### src/rtl/cdb_arbiter.sv
// Common-data-bus arbiter: grants up to CDB_WIDTH functional-unit results per
// cycle (starved requesters first, then round-robin) and registers the winners
// onto the CDB broadcast slots one cycle later.
module cdb_arbiter #(
  parameter int NUM_REQ      = 4,
  parameter int CDB_WIDTH    = 2,
  parameter int ROB_IDX      = 5,
  parameter int PRF_IDX      = 6,
  parameter int ARF_IDX      = 5,
  parameter int DATA_W       = 32,
  parameter int STARVE_LIMIT = 3
) (
  input  logic                           clk,
  input  logic                           rst,
  input  logic                           flush,
  input  logic [NUM_REQ-1:0]             req_valid,
  output logic [NUM_REQ-1:0]             req_ready,
  input  logic [NUM_REQ*ROB_IDX-1:0]     req_rob_id,
  input  logic [NUM_REQ*PRF_IDX-1:0]     req_rd_phy,
  input  logic [NUM_REQ*ARF_IDX-1:0]     req_rd_arch,
  input  logic [NUM_REQ*DATA_W-1:0]      req_rd_value,
  output logic [CDB_WIDTH-1:0]           cdb_valid,
  output logic [CDB_WIDTH*ROB_IDX-1:0]   cdb_rob_id,
  output logic [CDB_WIDTH*PRF_IDX-1:0]   cdb_rd_phy,
  output logic [CDB_WIDTH*ARF_IDX-1:0]   cdb_rd_arch,
  output logic [CDB_WIDTH*DATA_W-1:0]    cdb_rd_value
);

  localparam int PTR_W = (NUM_REQ > 1) ? $clog2(NUM_REQ) : 1;
  localparam int CNT_W = $clog2(STARVE_LIMIT + 1);
  localparam logic [CNT_W-1:0] CNT_MAX = CNT_W'(STARVE_LIMIT);

  typedef logic [PTR_W-1:0] idx_t;

  idx_t                        rr_ptr_q, rr_ptr_d;
  logic [CNT_W-1:0]            starve_cnt_q [NUM_REQ];
  logic [CNT_W-1:0]            starve_cnt_d [NUM_REQ];
  logic [NUM_REQ-1:0]          grant;
  idx_t                        slot_src [CDB_WIDTH];
  logic [CDB_WIDTH-1:0]        slot_used;
  int                          n_grant;
  idx_t                        scan_idx;
  idx_t                        last_idx;

  logic [CDB_WIDTH-1:0]         cdb_valid_q, cdb_valid_d;
  logic [CDB_WIDTH*ROB_IDX-1:0] cdb_rob_q, cdb_rob_d;
  logic [CDB_WIDTH*PRF_IDX-1:0] cdb_phy_q, cdb_phy_d;
  logic [CDB_WIDTH*ARF_IDX-1:0] cdb_arch_q, cdb_arch_d;
  logic [CDB_WIDTH*DATA_W-1:0]  cdb_value_q, cdb_value_d;

  // Two-pass scan from rr_ptr: promoted (starved) requesters first, then the rest; k-th grant -> slot k
  always_comb begin
    grant     = '0;
    slot_used = '0;
    n_grant   = 0;
    last_idx  = rr_ptr_q;
    scan_idx  = '0;
    for (int k = 0; k < CDB_WIDTH; k++) slot_src[k] = '0;
    if (!rst && !flush) begin
      for (int pass = 0; pass < 2; pass++) begin
        for (int off = 0; off < NUM_REQ; off++) begin
          scan_idx = idx_t'((int'(rr_ptr_q) + off) % NUM_REQ);
          if (req_valid[scan_idx] && !grant[scan_idx] && (n_grant < CDB_WIDTH) &&
              ((pass == 1) || (starve_cnt_q[scan_idx] == CNT_MAX))) begin
            for (int k = 0; k < CDB_WIDTH; k++) begin
              if (n_grant == k) begin
                slot_src[k]  = scan_idx;
                slot_used[k] = 1'b1;
              end
            end
            grant[scan_idx] = 1'b1;
            last_idx        = scan_idx;
            n_grant         = n_grant + 1;
          end
        end
      end
    end
  end

  assign req_ready = grant;

  // Pointer moves just past the last winner; an idle or flushed cycle leaves it alone
  always_comb begin
    rr_ptr_d = rr_ptr_q;
    if (n_grant != 0) rr_ptr_d = idx_t'((int'(last_idx) + 1) % NUM_REQ);
  end

  // Denied-while-valid counters saturate at the promotion threshold; grant, idle or flush clears
  genvar gi;
  generate
    for (gi = 0; gi < NUM_REQ; gi++) begin : g_starve
      assign starve_cnt_d[gi] = (!flush && req_valid[gi] && !grant[gi])
                              ? ((starve_cnt_q[gi] == CNT_MAX) ? CNT_MAX : starve_cnt_q[gi] + 1'b1)
                              : '0;
    end
  endgenerate

  // Route each slot's winner onto the next-cycle bus; empty slots carry zeros
  always_comb begin
    cdb_valid_d = '0;
    cdb_rob_d   = '0;
    cdb_phy_d   = '0;
    cdb_arch_d  = '0;
    cdb_value_d = '0;
    for (int k = 0; k < CDB_WIDTH; k++) begin
      if (slot_used[k]) begin
        cdb_valid_d[k]                     = 1'b1;
        cdb_rob_d[k*ROB_IDX +: ROB_IDX]    = req_rob_id[slot_src[k]*ROB_IDX +: ROB_IDX];
        cdb_phy_d[k*PRF_IDX +: PRF_IDX]    = req_rd_phy[slot_src[k]*PRF_IDX +: PRF_IDX];
        cdb_arch_d[k*ARF_IDX +: ARF_IDX]   = req_rd_arch[slot_src[k]*ARF_IDX +: ARF_IDX];
        cdb_value_d[k*DATA_W +: DATA_W]    = req_rd_value[slot_src[k]*DATA_W +: DATA_W];
      end
    end
  end

  // State and broadcast registers; reset drops anything in flight immediately
  always_ff @(posedge clk or posedge rst) begin
    if (rst) begin
      rr_ptr_q    <= '0;
      for (int i = 0; i < NUM_REQ; i++) starve_cnt_q[i] <= '0;
      cdb_valid_q <= '0;
      cdb_rob_q   <= '0;
      cdb_phy_q   <= '0;
      cdb_arch_q  <= '0;
      cdb_value_q <= '0;
    end else begin
      rr_ptr_q    <= rr_ptr_d;
      for (int i = 0; i < NUM_REQ; i++) starve_cnt_q[i] <= starve_cnt_d[i];
      cdb_valid_q <= cdb_valid_d;
      cdb_rob_q   <= cdb_rob_d;
      cdb_phy_q   <= cdb_phy_d;
      cdb_arch_q  <= cdb_arch_d;
      cdb_value_q <= cdb_value_d;
    end
  end

  assign cdb_valid    = cdb_valid_q;
  assign cdb_rob_id   = cdb_rob_q;
  assign cdb_rd_phy   = cdb_phy_q;
  assign cdb_rd_arch  = cdb_arch_q;
  assign cdb_rd_value = cdb_value_q;

endmodule
### config.mk
export PLATFORM = sky130hd
export DESIGN_NAME = cdb_arbiter
export DESIGN_NICKNAME = d
export VERILOG_FILES = /design/src/rtl/cdb_arbiter.sv
export SDC_FILE = /design/constraint.sdc
export NUM_CORES = 1
export LEC_CHECK = 0
export CAP_MARGIN = 10
export CORE_MARGIN = 1
export CORE_UTILIZATION = 46
export DETAILED_ROUTE_END_ITERATION = 6
export HOLD_SLACK_MARGIN = 0.12
export MAX_ROUTING_LAYER = met4
export PLACE_DENSITY = 0.79
export SKIP_CTS_REPAIR_TIMING = 1
export SLEW_MARGIN = 20
export SYNTH_ARGS = -nofsm -noshare
export SYNTH_HDL_FRONTEND = slang
export SYNTH_SLANG_ARGS = --single-unit
### constraint.sdc
create_clock -name clk -period 13.3 [get_ports clk]
set_input_delay 1.995 -clock clk [delete_from_list [all_inputs] [get_ports clk]]
set_output_delay 1.995 -clock clk [all_outputs]
set_load 0.1 [all_outputs]
==> results.cfg <==
[outcome]
status = finished, final reports clean

[synthesis]
ys_ff_latch = 108
syn-num-nets = 1021
async_flop_share_pct = 100
yosys-top-cells-count = dfrtp_1, mux2i_1, and2_1
synth.most_common_cell = dfrtp_1
syn_avg_cell_area_um2 = 10.6
synth_edf_count = 0
synth_warnings = 0
synth_flop_cell = dfrtp_1
post_synth_instance_area_um2 = 8410
synth.distinct_cells = 88
yosysTopAreaCell = dfrtp_1
ys_seq_area_share_pct = 32.1
ys_top_cells_by_area = dfrtp_1, mux4_2, mux2i_1
yosysTopAreaCellShare_pct = 32.1
syn_inst = 796

[global_route]
grt_busiest_layer = met2
gr-total-overflow = 0
grt_pass1_wl_um = 45500
grt_use_total_pct = 33.1
use_met3_pct = 8.90
use_met1_pct = 39.8
grtUsageMet2_pct = 52.7
grt_max_degree = 97
grt_pass1_vias = 7922
grt_antenna_before_repair = 1

[drt]
viasPerCell = 6.14
dr_total_vias = 8037
drt-pass1-iter-count = 6
route.detailed.drc = 0
wire_per_inst_um = 23.1
routed_wl_um = 30300
drt-initial-drc-count = 616
ant_nets = 0

[setup_path]
required_ps = 11310
critPathSlowestCell = clkdlybuf4s50_1
reg2reg_from = rr_ptr_q[1]$_DFFE_PP0P_
crit_path_max_fanout = 9
critical-path-top-delay-family = compound AO/OA/AOI/OAI gates
max_stage_delay_ps = 510
r2r_slack_ps = 2410
worstSetupPathType = in2out
reg2reg_to = cdb_rd_value[42]$_DFF_PP0_
cp-end-kind = output pin
critical_path_buf_inv_count = 6
rr_worst_depth = 44
cp-start-kind = primary input
cp.arrival_ps = 10640

[die]
core_um2 = 18000
die_w_um = 137
num_rows = 49
initial_core_util_pct = 46.8
die_area_um2 = 18800
io_pins = 301
die_h_um = 137

[layout]
final_nets = 1300
areaGrowthSynthToFinish_pct = 43.1
drive_above_1_share_pct = 13.5
fin_util_pct = 67.0

[hold_path]
holdCritStartpoint = starve_cnt_q[0]$_DFF_PP0_
worstHoldEndpoint = starve_cnt_q[0]$_DFF_PP0_
worstHoldPathCells = 1
hp-class = reg2reg

[cts]
cts.sinks = 108
cts_tree = built
clk_pin_slew_ps = 80
cts_inserted_buffers = 9
cts.path.max_buffers = 2
clk_latency_ps = 370
clock-root-buffer = clkbuf_16
h-tree-depth = 3

[flow_run]
maxCapViolCount = 0

[timing]
setup_tns_ps = 0
fin_skew_ps = 13.6
fin_crit_ps = 12640
setup_violations = 0
tightestPinTransition_ps = 1130
relSlewSlack_pct = 24.5
final_max_slew_viol_count = 0
rsz0062_at_grt = false
hold_viol_final = 0
clock.fmax_ghz = 0.0791
finalCritPeriodShare_pct = 95.0

[place]
gp_congestion = 0.939
port_buffers = 300
place_hpwl_um = 22500
-- cell families (layout without fill, tap and decap cells) --
family	after synthesis	in the layout	share of synthesized area, %
other	0	1	0
AND/OR/NAND/NOR	206	206	13.2
multiplexers	159	159	26.9
adder cells (fa/ha/maj)	26	26	3.96
AO/OA/AOI/OAI	204	204	18.2
flip-flops	108	108	32.1
buffers and inverters	87	371	5.00
XOR/XNOR	6	6	0.625
-- worst reg2reg max path, delay by kind of cell, from the launching register on --
family                     cells  cell delay, ps
adders and majority gates      5            1610
and+or+nand+nor               15            2980
AOI/OAI and AO/OA             14            3670
muxes                          1             560
buffers and inverters          9            1630
DFF                            1             330
-- cell usage in the layout, fill, tap and decap left out, drive strengths merged, types with 11 or more instances in the layout --
master / count
buf: 31
and2: 55
inv: 30
dfrtp: 108
ha: 25
nor2: 39
o21ai: 14
nand2: 46
a21oi: 34
mux4: 52
clkbuf: 11
o22ai: 48
mux2i: 103
clkdlybuf4s50: 296
nor3: 12
o211ai: 17
-- worst max path at each step --
stage | startpoint | end | slack, ps | cells after the start
3_3_place_gp | req_valid[2] | req_ready[0] | 950 | 38
6_report | req_valid[2] | req_ready[2] | 660 | 38
5_1_grt | req_valid[2] | req_ready[2] | 30 | 38
2_1_floorplan | req_valid[3] | req_ready[2] | 200 | 37
3_5_place_dp | req_valid[3] | req_ready[0] | 660 | 38
4_1_cts | req_valid[2] | req_ready[0] | 500 | 38
-- registers in the layout, summed over array words and instances (netlist names) --
register and flops:
cdb_valid 2, cdb_rob_id 10, cdb_rd_arch 10, cdb_rd_phy 12, rr_ptr_q 2, cdb_rd_value 64, starve_cnt_q 8
-- area by class of cell --
cell class | count | area [um2]
timing repair buffer | 327 | 3290
tap | 229 | 287
inverter | 28 | 108
sequential | 108 | 2700
fill | 1424 | 5920
multi-input combinational | 601 | 5350
antenna | 1 | 2.50
clock inverter | 5 | 70.1
clock buffer | 11 | 233
-- through the flow --
step | cells | area, um2 | worst slack [ps] | hold WS, ps
after floorplan | 796 | 8410 | 199 | 464
after global placement | 1293 | 11700 | 950 | 490
after detailed placement | 1293 | 11700 | 660 | 505
after CTS | 1309 | 12000 | 499 | 517
after global routing | 1310 | 12000 | 25.8 | 528
final | 1310 | 12000 | 664 | 511
-- metal layers --
layer / vias up / share of wire [%]
met1: 3920 / 39
li1: 3636 / -
met3: 70 / 9.3
met5: - / 0
met2: 411 / 49
met4: 0 / 3.4
Power is left out: the tool's default activity adds up to more than one toggle a clock period on the data nets, which glitch-free logic cannot reach.
